===== config.mk =====
export PLATFORM = sky130hd
export DESIGN_NAME = logic_unit_pipe
export DESIGN_NICKNAME = d
export VERILOG_FILES = /design/src/rtl/logic_unit_pipe.sv
export SDC_FILE = /design/constraint.sdc
export NUM_CORES = 1
export LEC_CHECK = 0
export ABC_AREA = 1
export CAP_MARGIN = 5
export CORE_MARGIN = 2
export CORE_UTILIZATION = 31
export DETAILED_ROUTE_END_ITERATION = 12
export GPL_TIMING_DRIVEN = 0
export PLACE_DENSITY = 0.53
export SETUP_SLACK_MARGIN = 0.05
export SLEW_MARGIN = 20
export SYNTH_ARGS = -nofsm -noshare
export SYNTH_HDL_FRONTEND = slang
export SYNTH_SLANG_ARGS = --single-unit

===== constraint.sdc =====
create_clock -name clk -period 1.8 [get_ports clk]
set_input_delay 0.45 -clock clk [delete_from_list [all_inputs] [get_ports clk]]
set_output_delay 0.45 -clock clk [all_outputs]
set_load 0.05 [all_outputs]

===== src/rtl/logic_unit_pipe.sv =====
// logic_unit_pipe: eight-way bitwise logic unit behind an elastic valid/ready
// pipeline of STAGES registers with per-stage bubble collapsing.
module logic_unit_pipe #(
  parameter int WIDTH  = 64,
  parameter int STAGES = 2,
  parameter int TAG_W  = 5
) (
  input  logic             clk,
  input  logic             rst_n,
  input  logic             in_valid,
  output logic             in_ready,
  input  logic [2:0]       in_op,
  input  logic [WIDTH-1:0] in_a,
  input  logic [WIDTH-1:0] in_b,
  input  logic [TAG_W-1:0] in_tag,
  output logic             out_valid,
  input  logic             out_ready,
  output logic [WIDTH-1:0] out_s,
  output logic             out_zero,
  output logic [TAG_W-1:0] out_tag
);

  typedef enum logic [2:0] {
    OP_AND   = 3'b000,
    OP_OR    = 3'b001,
    OP_XOR   = 3'b010,
    OP_XNOR  = 3'b011,
    OP_ANDN  = 3'b100,
    OP_ORN   = 3'b101,
    OP_PASSA = 3'b110,
    OP_NOTA  = 3'b111
  } op_e;

  logic [WIDTH-1:0]  result;
  logic              result_zero;

  logic [STAGES-1:0] v;
  logic [STAGES-1:0] z;
  logic [STAGES-1:0] adv;
  logic [WIDTH-1:0]  s   [STAGES];
  logic [TAG_W-1:0]  tag [STAGES];

  always_comb begin
    result = '0;
    case (op_e'(in_op))
      OP_AND:   result = in_a & in_b;
      OP_OR:    result = in_a | in_b;
      OP_XOR:   result = in_a ^ in_b;
      OP_XNOR:  result = ~(in_a ^ in_b);
      OP_ANDN:  result = in_a & ~in_b;
      OP_ORN:   result = in_a | ~in_b;
      OP_PASSA: result = in_a;
      OP_NOTA:  result = ~in_a;
      default:  result = '0;
    endcase
    result_zero = (result == '0);
  end

  // A stage may load when it is empty or when everything downstream of it can
  // move; accumulating the "room" term keeps this free of self-referencing loops.
  always_comb begin
    logic room;
    adv  = '0;
    room = out_ready;
    for (int i = STAGES - 1; i >= 0; i--) begin
      room   = room | ~v[i];
      adv[i] = room;
    end
  end

  assign in_ready = adv[0];

  always_ff @(posedge clk or negedge rst_n) begin
    if (!rst_n) begin
      v <= '0;
      z <= '1;
      for (int i = 0; i < STAGES; i++) begin
        s[i]   <= '0;
        tag[i] <= '0;
      end
    end else begin
      if (adv[0]) begin
        v[0] <= in_valid;
        if (in_valid) begin
          s[0]   <= result;
          z[0]   <= result_zero;
          tag[0] <= in_tag;
        end
      end
      // Payload only moves with a valid predecessor, so bubbles never disturb data.
      for (int i = 1; i < STAGES; i++) begin
        if (adv[i]) begin
          v[i] <= v[i-1];
          if (v[i-1]) begin
            s[i]   <= s[i-1];
            z[i]   <= z[i-1];
            tag[i] <= tag[i-1];
          end
        end
      end
    end
  end

  assign out_valid = v[STAGES-1];
  assign out_s     = s[STAGES-1];
  assign out_zero  = z[STAGES-1];
  assign out_tag   = tag[STAGES-1];

endmodule


## Yosys cells after proc, flatten, opt, wreduce, memory -nomap -nowiden

Cells that the tools add are included.

| word-level totals | value |
|---|---|
| flip-flop bits (word level) | 142 |
| bits in latches | 0 |
| bits in writable memories | 0 |
| ROM bits | 0 |
| output and inout port bits | 72 |
| logic and storage cells | 32 |
| memories kept | 0 |

| operators by class | value |
|---|---|
| add/sub/neg operators | 0 |
| $mul | 0 |
| divide/modulo/power cells | 0 |
| order comparisons | 0 |
| equal/unequal tests | 7 |
| shift operators | 0 |
| mux-type cells | 1 |
| bitwise operators | 12 |
| reduce and logical (&&, ||, !) cells | 4 |

Operator list:

| operator | number |
|---|---|
| $pmux 64 s8 | 1 |
| $not 64->64 | 3 |
| $and 64x64->64 | 2 |
| $or 64x64->64 | 2 |
| $logic_not 64->1 | 1 |
| $xor 64x64->64 | 1 |
| $eq 3x3->1 const B | 4 |
| $eq 3x2->1 const B | 2 |
| $reduce_and 2->1 | 2 |
| $eq 3x1->1 const B | 1 |
| $logic_not 3->1 | 1 |
| $not 1->1 | 2 |
| $or 1x1->1 | 2 |

## Logic depth before layout (Yosys ltp)

Gate-level depths: netlist of the first run.

| depth | value |
|---|---|
| word-level depth | 4 |
| mapped depth | 16 |
| gate-level depth less buffers | 14 |

## Worst setup path after synthesis of the first run

OpenSTA, ideal clock, no wires.

| timing path | value |
|---|---|
| kind | register to register |
| start point | register v[1] |
| end point | register s[125] in the netlist's numbering |
| library setup time | 0.131 ns |
| arrival | 2.205 ns |
| data required time | 1.669 ns |
| path slack | -0.537 ns |
| stages on the path, launching flop included | 8 |
| buffers on the path | 2 |
| period minus slack after synthesis | 2.337 ns |
| cell sequence | dfrtp_1 -> nand3_1 -> nand2_1 -> inv_1 -> clkbuf_1 -> buf_1 -> nand2_1 -> o21ai_0 |

| on the way | value |
|---|---|
| word-level cells in the longest chain between the ends | 4 |

Ends and longest elaborated chain:

| item | line | source |
|---|---|---|
| start, declared | 37 | `logic [STAGES-1:0] v;` |
| start signal, assigned by index | 93 | `v[i] <= v[i-1];` |
| $not 1->1 | 66 | `room = room \| ~v[i];` |
| $or 1x1->1 (2 in a row) | 66 |  |
| named net in_ready | 11 | `output logic in_ready,` |
| $reduce_and 2->1 (no line) | n/a |  |
| end signal, assigned by index | 95 | `s[i] <= s[i-1];` |
| end, declared | 40 | `logic [WIDTH-1:0] s [STAGES];` |

The timed path passes the listed nets, and every way through them passes these cells.
A chain may end at the register's enable or synchronous reset.

## Worst setup path after layout of the first run

| timing path | value |
|---|---|
| start point | input port in_op[0] |
| end point | register z[0] |

| on the way | value |
|---|---|
| word-level cells in the longest chain between the ends | 3 |

Ends and longest elaborated chain:

| item | line | source |
|---|---|---|
| start, declared | 12 | `input logic [2:0] in_op,` |
| $eq 3x3->1, or another cell as far along | 45 | `case (op_e'(in_op))` |
| $pmux 64 s8 (*) | 45 |  |
| $logic_not 64->1 (*) | 56 | `result_zero = (result == '0);` |
| end signal, assigned | 86 | `z[0] <= result_zero;` |
| end signal, assigned by index | 96 | `z[i] <= z[i-1];` |
| end, declared | 38 | `logic [STAGES-1:0] z;` |

Every way passes the cells marked *; elsewhere a longest branch is shown, timed or not.

==> summary.md, run 1 <==
| Metric | Value |
|---|---|
| Internal power | 8290 uW |
| Seq cells post-synth | 142 |
| Total wire length | 42600 um |
| Minimum period implied by the final worst setup slack | 1.80 ns |
| Crit. End Element | register |
| Worst min path class | reg -> reg |
| GRT met2 Usage | 0.357 |
| CP arrival | 2.16 ns |
| Die area | 0.0375 sq mm |
| Worst Skew | 0.0139 ns |
| Clock tree buffer depth | 2 |
| Largest net degree at the start of global routing | 82 |
| Count of final hold-check violations | 0 |
| First-pass GRT wire length | 65800 um |
| GRT Residual Overflow | 0 |
| H-Tree Depth | 4 |
| Chip Height | 194 um |
| Unrepaired setup endpoints after global routing | yes |
| Met3 Use GR | 0.0303 |
| GPL Wtd Cong | 0.884 |
| Final setup viols | 0 |
| Initial antenna violation count | 7 |
| Power density over the cells | 921 mW/mm^2 |
| Status | completed |
| TritonCTS Buffers | 17 |
| Worst Setup Slack, final | 0.000775 ns |
| Worst setup SP type | input port |
| Die Width | 194 um |
| Maximum vdd ir drop | 0.000616 V |
| Layer with the highest usage | met2 |
| Peak fanout along the critical path | 10 |
| Syn-to-layout area delta | 37.9% |
| Post-Syn Nets | 1962 |
| Post-route design area | 0.0154 sq mm |
| DR pass1 iterations | 6 |
| Number of remaining DRC errors | 0 |
| Root Driver | clkbuf_16 |
| DR iter-0 viols | 902 |
| Synth warnings | 0 |
| Met1 usage | 0.310 |
| Via count | 12500 |
| Share of power burned in registers | 0.309 |
| Clock Sinks | 142 |
| Routed WL per cell | 16.6 um |
| Layout cells sized above 1 | 0.180 |
| Critical Path RT | 2.16 ns |
| Fmax | 0.556 GHz |
| CTS tree | yes |
| Net Sw Power | 5870 uW |
| Core Footprint | 0.0355 sq mm |
| Comb pwr share | 0.470 |
| Slew Viols, Final | 0 |
| Final TNS setup | 0 ns |
| Clock power frac | 0.221 |
| Max_cap viols | 0 |
| Layout Cells excl Fill | 2567 |
| Switching share of power | 0.415 |
| Syn Inst Count | 1822 |
| Netlist cell types | 25 |
| Lkg Pwr | 0.00838 uW |
| Vias per cell | 4.87 |
| Relative max-transition margin | 0.675 |
| Register area share after synthesis | 0.319 |
| Clk slew on worst S/H paths | 0.05 ns |
| Routed Antenna Nets | 0 |
| IO Pins | 212 |
| Worst skew pair latency | 0.42 ns |
| Post-Syn Area | 0.0111 sq mm |
| Setup CP Type | in -> reg |
| Final HPWL DP | 32900 um |
| Total Routing Usage GR | 0.223 |
| Hold slack final | 0.467 ns |
| Port Buffers | 209 |
| Worst-margin pin slew | 0.487 ns |
| Syn_area_per_cell | 6.12 sq um |
| Period utilization | 1.00 |
| Final net count | 2231 |
| Initial core utilization | 0.314 |
| Worst slack, placed | -1.26 ns |
| Row cnt | 69 |
| Vias in the first global route | 11700 |
| Post-DP Area | 0.0139 sq mm |
| Placed cell count | 2493 |
final timing paths:
kind,endpoint,cells past startpoint,startpoint,slack (ns)
worst max-delay path,z[0],15,in_op[0],0.0008
worst min-delay path,z[0],2,z[0],0.47
worst max register to register,s[87],7,v[1],0.30
worst min register to register,z[0],2,z[0],0.47
max in group asynchronous,out_s[29],3,rst_n,0.44
min in group asynchronous,s[127],2,rst_n,0.55
placed cells by master, fill, tap and decap left out, types with 14 or more instances in the layout:
| master | netlist | final |
|---|---|---|
| nand4_1 | 61 | 61 |
| nand3_1 | 160 | 132 |
| o21ai_0 | 212 | 205 |
| xnor2_1 | 17 | 14 |
| nand2_1 | 728 | 718 |
| xor2_1 | 18 | 17 |
| buf_4 | 82 | 116 |
| clkdlybuf4s50_1 | 0 | 34 |
| buf_6 | 0 | 21 |
| nand3_2 | 2 | 24 |
| buf_2 | 31 | 36 |
| clkdlybuf4s15_2 | 0 | 51 |
| clkbuf_1 | 37 | 17 |
| dlygate4sd2_1 | 0 | 37 |
| dlymetal6s2s_1 | 0 | 60 |
| dfrtp_1 | 140 | 139 |
| nor2_1 | 97 | 77 |
| clkbuf_16 | 0 | 17 |
| inv_1 | 193 | 183 |
| nor2_2 | 2 | 19 |
critical path: stages:
cell and delay [ns]:
buf_6 0.14, nand2_2 0.12, nor2_4 0.08, buf_4 0.19
nand2_1 0.08, nand2_1 0.06, nor2_1 0.13, nand3_2 0.18
nor2_1 0.16, nand2_1 0.06, nor2_1 0.10, nand2_1 0.11
nor2_2 0.15, nand3_2 0.08, nand2_1 0.06
timing repair:
item / in CTS / in global routing
hold endpoints to repair: 49 / 0
gates cloned: 1 / 1
setup buffers: 14 / 23
setup endpoints to repair: 211 / 100
hold buffers: 1 / 0
pin swaps: 13 / 36
gates resized for setup: 347 / 237
registers in the layout (all words and copies together) (netlist names):
name	flops
out_s	64
s	64
out_tag	5
tag	5
v	2
z	2
through the flow:
step | power [uW] | util
2_1_floorplan | 8780 | -
3_3_place_gp | 11000 | 0.391
3_5_place_dp | 11100 | 0.392
4_1_cts | 14200 | 0.418
5_1_grt | 15000 | 0.433
6_report | 14200 | 0.433
final cells by class:
cell class	instances	area, sq um
Antenna cell	4	10.0
Buffer	156	1200
Clock buffer	23	478
Clock inverter	7	40.0
Fill cell	3695	20100
Inverter	197	749
Multi-Input combinational cell	1328	6250
Sequential cell	142	3560
Tap cell	461	577
Timing Repair Buffer	249	2510
metal layers:
layer  share of wire  wire length (um)
met1            0.45             19200
met2            0.46             19600
met3           0.067              2870
met4           0.021               889
met5         0.00033                14
cell families after synthesis:
kind of cell	after synthesis	synth area share
and+or+nand+nor	1055	0.389
buffers and inverters	353	0.150
AOI/OAI and AO/OA	225	0.102
DFF	142	0.319
xor gates and xnor gates	35	0.0275
muxes	12	0.0121
power by group through the flow:
stage | registers, uW | clock network [uW] | logic, uW
detailed placement | 4440 | 0 | 6680
finish | 4380 | 3120 | 6660
global route | 4480 | 3340 | 7190
floorplan | 4330 | 0 | 4450
CTS | 4390 | 3210 | 6650
global placement | 4430 | 0 | 6610
Yosys cell counts:
master | count | area share
nor2_1 | 97 | 0.033
buf_1 | 6 | 0.0020
nand3_1 | 160 | 0.072
nor2_2 | 2 | 0.0011
dfstp_2 | 2 | 0.0047
o21ai_0 | 212 | 0.095
nand3_2 | 2 | 0.0018
buf_4 | 82 | 0.055
inv_2 | 4 | 0.0013
or2_2 | 1 | 0.00056
and3_1 | 1 | 0.00056
xor2_1 | 18 | 0.014
clkbuf_1 | 37 | 0.012
inv_1 | 193 | 0.065
and2_1 | 1 | 0.00056
a21oi_1 | 8 | 0.0036
buf_2 | 31 | 0.014
dfrtp_1 | 140 | 0.31
o21a_1 | 4 | 0.0027
mux2_2 | 12 | 0.012
nor3_1 | 2 | 0.00090
nand4_1 | 61 | 0.034
nand2_1 | 728 | 0.25
xnor2_1 | 17 | 0.013
a22oi_1 | 1 | 0.00067
Note: power is estimated with default switching activity, not from simulation.
==> run 2, diff against run 1 <==
--- a/config.mk
+++ b/config.mk
@@ -9,9 +9,10 @@
 export CAP_MARGIN = 5
 export CORE_MARGIN = 2
 export CORE_UTILIZATION = 31
+export CTS_CLUSTER_DIAMETER = 100
 export DETAILED_ROUTE_END_ITERATION = 12
 export GPL_TIMING_DRIVEN = 0
-export PLACE_DENSITY = 0.53
+export PLACE_DENSITY = 0.62
 export SETUP_SLACK_MARGIN = 0.05
 export SLEW_MARGIN = 20
 export SYNTH_ARGS = -nofsm -noshare
==> summary.md, run 2 (synthesis gave the netlist of run 1 again) <==
| Metric | Value |
|---|---|
| Status | complete, but fails checks |
| Violated checks | setup timing |
| Relative max-transition margin | 0.681 (+0.00517) |
| Chip Height | 194 um (unchanged) |
| Worst skew pair latency | 0.42 ns (about the same) |
| Worst Skew | 0.00632 ns (-0.00755 ns) |
| Initial antenna violation count | 20 (+13) |
| Worst min path class | reg -> reg |
| Hold path start | z[0] |
| Row cnt | 69 (unchanged) |
| Peak fanout along the critical path | 8 (-2) |
| Area occupied by multi-input gates | 0.00627 sq mm (+0.42%) |
| Slew Viols, Final | 0 (unchanged) |
| Register Area | 0.00356 sq mm (unchanged) |
| Port Buffers | 209 (unchanged) |
| Worst Setup Slack, final | -0.00556 ns (-0.00633 ns) |
| Syn-to-layout area delta | 42.6% |
| Unrepaired setup endpoints after global routing | yes |
| Core Footprint | 0.0355 sq mm (unchanged) |
| Final net count | 2245 (+0.63%) |
| Die Width | 194 um (unchanged) |
| Setup CP Type | in -> reg |
| CP arrival | 2.17 ns (about the same) |
| TritonCTS Buffers | 17 (unchanged) |
| Die area | 0.0375 sq mm (unchanged) |
| Total Routing Usage GR | 0.217 (-0.00621) |
| Critical Path RT | 2.16 ns (about the same) |
| Worst-margin pin slew | 0.479 ns (-0.00776 ns) |
| Routed Antenna Nets | 0 (unchanged) |
| Post-DP Area | 0.0139 sq mm (unchanged) |
| Routed WL per cell | 16.5 um (-0.69%) |
| Hold Path End | z[0] |
| R2R depth | 7 (unchanged) |
| CTS tree | yes |
| First-pass GRT wire length | 64500 um (-1.9%) |
| Total wire length | 42800 um (+0.36%) |
| R2R setup slack | 0.20 ns (-0.10 ns) |
| Final TNS setup | -0.00556 ns (-0.00556 ns) |
| Power density over the cells | 938 mW/mm^2 (+1.8%) |
| Fmax | 0.554 GHz (-0.35%) |
| GPL Wtd Cong | 0.934 (+5.7%) |
| Final HPWL DP | 32300 um (-2.0%) |
| GRT Residual Overflow | 0 (unchanged) |
| Lkg Pwr | 0.00879 uW (+5.0%) |
| Number of remaining DRC errors | 0 (unchanged) |
| Total power | 14900 uW (+5.3%) |
| Most frequent cells in the layout | nand2_1, o21ai_0, inv_1 |
| Crit. End Element | register |
| Clock tree buffer depth | 2 (unchanged) |
| Worst slack, placed | -1.18 ns (+0.0770 ns) |
| DR iter-0 viols | 1144 (+27%) |
| Count of final hold-check violations | 0 (unchanged) |
| Placed cell count | 2493 (unchanged) |
| DR pass1 iterations | 5 (-1) |
| Layout Cells excl Fill | 2594 (+1.1%) |
| Terminus of the critical flop-to-flop path | s[71] |
| Minimum period implied by the final worst setup slack | 1.81 ns (+0.00633 ns) |
| Layout cells sized above 1 | 0.193 (+0.0123) |
| Vias in the first global route | 11600 (-0.46%) |
| Hold depth | 2 (unchanged) |
| Period utilization | 1.00 (+0.00352) |
| Worst setup SP type | input port |
| IO Pins | 212 (unchanged) |
| Final setup viols | 1 (+1) |
| Post-route design area | 0.0159 sq mm (+3.4%) |
| Max_cap viols | 0 (unchanged) |
| Clk slew on worst S/H paths | 0.06 ns (about the same) |
| Vias per cell | 4.96 (+2.0%) |
| H-Tree Depth | 4 (unchanged) |
| Maximum vdd ir drop | 0.000647 V (+5.1%) |
| Largest net degree at the start of global routing | 97 (+18%) |
| Root Driver | clkbuf_16 |
| Via count | 12900 (+3.1%) |
| Fill cell count | 3582 (-3.1%) |
| Clock Sinks | 142 (unchanged) |
| Initial core utilization | 0.314 (unchanged) |
| RR Startpoint | v[1] |
| Commonest non-fill, non-tap cell in the layout | nand2_1 |
-- run 2: changes by cell type in the layout (fill, tap and decap cells not counted), moves of 5 or more --
cell            previous run  this run
clkbuf_2                   9        15
dlymetal6s2s_1            60        86
diode_2                    4        15
clkbuf_1                  17        11
buf_4                    116       122
dlygate4sd2_1             37        12
buf_8                      7        12
-- run 2: stage by stage --
stage / hold WS (ns) / utilization
after floorplan: 0.154 / -
after global placement: 0.467 / 0.391
after detailed placement: 0.374 / 0.392
after CTS: 0.484 / 0.418
after global routing: 0.503 / 0.448
final: 0.478 / 0.448
-- run 2: worst max path at each step --
stage / slack, ns / endpoint / cells after the start / startpoint
2_1_floorplan: 0.05 / z[0] / 15 / in_op[0]
3_3_place_gp: -5.81 / v[1] / 1 / rst_n
3_5_place_dp: -1.18 / z[0] / 14 / in_op[2]
4_1_cts: -0.09 / z[0] / 15 / in_a[9]
5_1_grt: -0.08 / z[0] / 14 / in_op[2]
6_report: -0.006 / z[0] / 14 / in_op[2]
-- run 2: critical path, stage by stage --
cell and delay, ns:
buf_12 0.13, buf_8 0.14, buf_12 0.14, xor2_4 0.18
o21ai_2 0.15, nand4_1 0.10, buf_4 0.17, nor2_1 0.08
nand2_1 0.06, nor2_1 0.12, nand2_1 0.13, nor2_2 0.13
nand3_1 0.09, nand2_1 0.07
-- run 2: layout make-up --
class	instances	area share
multi-input combinational	1327	0.395
timing repair buffer	264	0.174
clock buffer	24	0.0328
inverter	197	0.0476
clock inverter	8	0.00795
tap	461	0.0363
antenna	15	0.00236
buffer	156	0.0806
sequential	142	0.224
-- run 2: per-layer routing --
layer	global-route usage	up-vias	share of wire
li1	-	6290	-
met1	0.288	5954	0.43
met2	0.346	524	0.46
met3	0.0447	99	0.076
met4	0.0876	10	0.032
met5	0	-	0.0014
-- run 2: repair_timing --
item,4_1_cts,5_1_grt
endpoints found under the hold margin,45,0
setup endpoints to repair,211,120
resized for setup,316,333
setup buffers,6,42
pin swaps,8,46
hold buffers,1,0
cloned,1,4
-- run 2: power breakdown --
group          switching, uW  internal, uW  total (uW)
clock network           1330          2440        3770
logic                   4230          2510        6750
registers                404          4000        4400
==> run 3, diff against run 2 <==
--- a/config.mk
+++ b/config.mk
@@ -7,13 +7,14 @@
 export LEC_CHECK = 0
 export ABC_AREA = 1
 export CAP_MARGIN = 5
-export CORE_MARGIN = 2
+export CORE_MARGIN = 3
 export CORE_UTILIZATION = 31
 export CTS_CLUSTER_DIAMETER = 100
 export DETAILED_ROUTE_END_ITERATION = 12
 export GPL_TIMING_DRIVEN = 0
 export PLACE_DENSITY = 0.62
 export SETUP_SLACK_MARGIN = 0.05
+export SKIP_CTS_REPAIR_TIMING = 1
 export SLEW_MARGIN = 20
 export SYNTH_ARGS = -nofsm -noshare
 export SYNTH_HDL_FRONTEND = slang
==> summary.md, run 3 (synthesis gave the netlist of run 1 again) <==
| Metric | Value |
|---|---|
| Routed WL per cell | 16.7 um (+1.2%) |
| Initial core utilization | 0.319 (+0.00462) |
| Fmax | 0.497 GHz (-10%) |
| Relative max-transition margin | 0.499 (-0.182) |
| GRT Residual Overflow | 0 (unchanged) |
| Worst min path class | in -> async |
| Die Width | 196 um (+1.0%) |
| Worst skew pair latency | 0.42 ns (about the same) |
| Peak fanout along the critical path | 10 (+2) |
| Worst Skew | 0.0102 ns (+0.00389 ns) |
| Total Routing Usage GR | 0.213 (-0.00422) |
| Worst slack, placed | -1.17 ns (+0.00672 ns) |
| Terminus of the critical flop-to-flop path | s[89] |
| Final net count | 2194 (-2.3%) |
| Clk slew on worst S/H paths | 0.06 ns (about the same) |
| Row cnt | 68 (-1.4%) |
| Clock Sinks | 142 (unchanged) |
| DR pass1 iterations | 6 (+1) |
| H-Tree Depth | 4 (unchanged) |
| CP arrival | 2.37 ns (+0.20 ns) |
| Routed Antenna Nets | 0 (unchanged) |
| CTS tree | yes |
| Lkg Pwr | 0.00760 uW (-14%) |
| Syn-to-layout area delta | 29.0% |
| Worst setup SP type | input port |
| Core Footprint | 0.0350 sq mm (-1.4%) |
| Commonest non-fill, non-tap cell in the layout | nand2_1 |
| R2R depth | 7 (unchanged) |
| DR iter-0 viols | 1034 (-9.6%) |
| TritonCTS Buffers | 17 (unchanged) |
| Status | complete, but fails checks |
| Worst Setup Slack, final | -0.211 ns (-0.206 ns) |
| Buffers plus inverters on the worst setup path | 3 (-1) |
| Port Buffers | 209 (unchanged) |
| Fin util | 0.411 (-0.0368) |
| Worst-margin pin slew | 0.752 ns (+0.273 ns) |
| Clock tree buffer depth | 2 (unchanged) |
| Most frequent cells in the layout | nand2_1, o21ai_0, inv_1 |
| Critical Path RT | 2.16 ns (about the same) |
| Die area | 0.0383 sq mm (+2.1%) |
| Total wire length | 42300 um (-1.2%) |
| Minimum period implied by the final worst setup slack | 2.01 ns (+0.206 ns) |
| Unrepaired setup endpoints after global routing | yes |
| Via count | 12600 (-2.5%) |
| Crit-path cells | clkbuf_2 > buf_6 > nand3_1 > clkbuf_4 > nand2_1 > o21ai_0 > nand4_1 > nor2_1 > nand2_1 > nor2_1 > nand2_1 > nor2_2 > nand3_1 > nand2_1 |
| Chip Height | 196 um (+1.0%) |
| IO Pins | 212 (unchanged) |
| Maximum vdd ir drop | 0.000558 V (-14%) |
| Max_cap viols | 0 (unchanged) |
| Initial antenna violation count | 16 (-20%) |
| CP most frequent cell | nand2_1 |
| Final TNS setup | -0.211 ns (-0.206 ns) |
| Power density over the cells | 967 mW/mm^2 (+3.1%) |
| Number of remaining DRC errors | 0 (unchanged) |
| Slew Viols, Final | 0 (unchanged) |
| Vias per cell | 4.96 (-0.14%) |
| Count of final hold-check violations | 12 (+12) |
| Max stage delay cell, worst path | nand4_1 |
| Setup CP Type | in -> reg |
| Largest net degree at the start of global routing | 76 (-22%) |
| RR Startpoint | v[1] |
| Period utilization | 1.12 (+0.114) |
| GPL Wtd Cong | 0.883 (-5.5%) |
| R2R setup slack | 0.27 ns (+0.07 ns) |
| Max stage delay on crit path | 0.28 ns (+0.10 ns) |
| Final setup viols | 1 (unchanged) |
| Root Driver | clkbuf_16 |
| Vias in the first global route | 11700 (+0.86%) |
| Layout cells sized above 1 | 0.144 (-0.0489) |
| Worst path top cell family by delay | simple AND/OR/NAND/NOR gates |
| First-pass GRT wire length | 64600 um (about the same) |
| Violated checks | hold timing, setup timing |
| Final HPWL DP | 32600 um (+0.92%) |
| Crit. End Element | register |
| Hold slack final | -0.0248 ns (-0.503 ns) |
==> run 3: cell types whose count changed in the layout (fill, tap and decap cells not counted), sizes merged, moves of 2 or more <==
cell           change
clkdlybuf4s15     -49
buf               -86
bufinv             -2
clkinv             +3
dlygate4sd2       -12
clkbuf            +73
dlymetal6s2s      -71
diode              -3
clkdlybuf4s50     +91
==> run 3: worst max path at each step <==
| stage | cells past startpoint | endpoint | startpoint | slack [ns] |
|---|---|---|---|---|
| floorplan | 15 | z[0] | in_op[0] | 0.05 |
| detailed placement | 14 | z[0] | in_op[2] | -1.17 |
| global route | 15 | z[0] | in_b[0] | -0.35 |
| finish | 14 | z[0] | in_op[2] | -0.21 |
| CTS | 14 | z[0] | in_op[2] | -0.74 |
| global placement | 1 | v[1] | rst_n | -5.87 |
==> run 3: through the flow <==
step           power [uW]  std cells  hold WS (ns)  instance area, sq um
6_report            13900       2533       -0.0248                 14400
5_1_grt             14800       2531        0.0183                 14400
4_1_cts             14400       2518      0.000734                 14400
3_5_place_dp        11100       2487         0.458                 13900
3_3_place_gp        11000       2486         0.468                 13900
2_1_floorplan        8780       1822         0.154                 11200
==> run 3: power by group <==
part	switching [uW]	total, uW	internal (uW)
registers	395	4390	4000
clock network	1310	3270	1950
logic	4170	6250	2080
total	5880	13900	8030
==> run 3: layout make-up <==
| cell class | count | area, sq um |
|---|---|---|
| diodes | 12 | 30.0 |
| plain buffers | 156 | 1020 |
| clock buffers | 20 | 457 |
| clock inverters | 11 | 93.8 |
| fillers | 3677 | 20600 |
| inverters | 197 | 739 |
| multi-input cells | 1327 | 6080 |
| flip-flops and latches | 142 | 3560 |
| well taps | 455 | 569 |
| repair buffers | 213 | 1830 |
==> run 3: routing by layer <==
| layer | part of all wire | GRT usage | up-vias |
|---|---|---|---|
| met5 | 0.0013 | 0 | - |
| met4 | 0.033 | 0.0858 | 10 |
| met3 | 0.078 | 0.0455 | 98 |
| li1 | - | - | 6171 |
| met2 | 0.45 | 0.340 | 505 |
| met1 | 0.44 | 0.280 | 5772 |
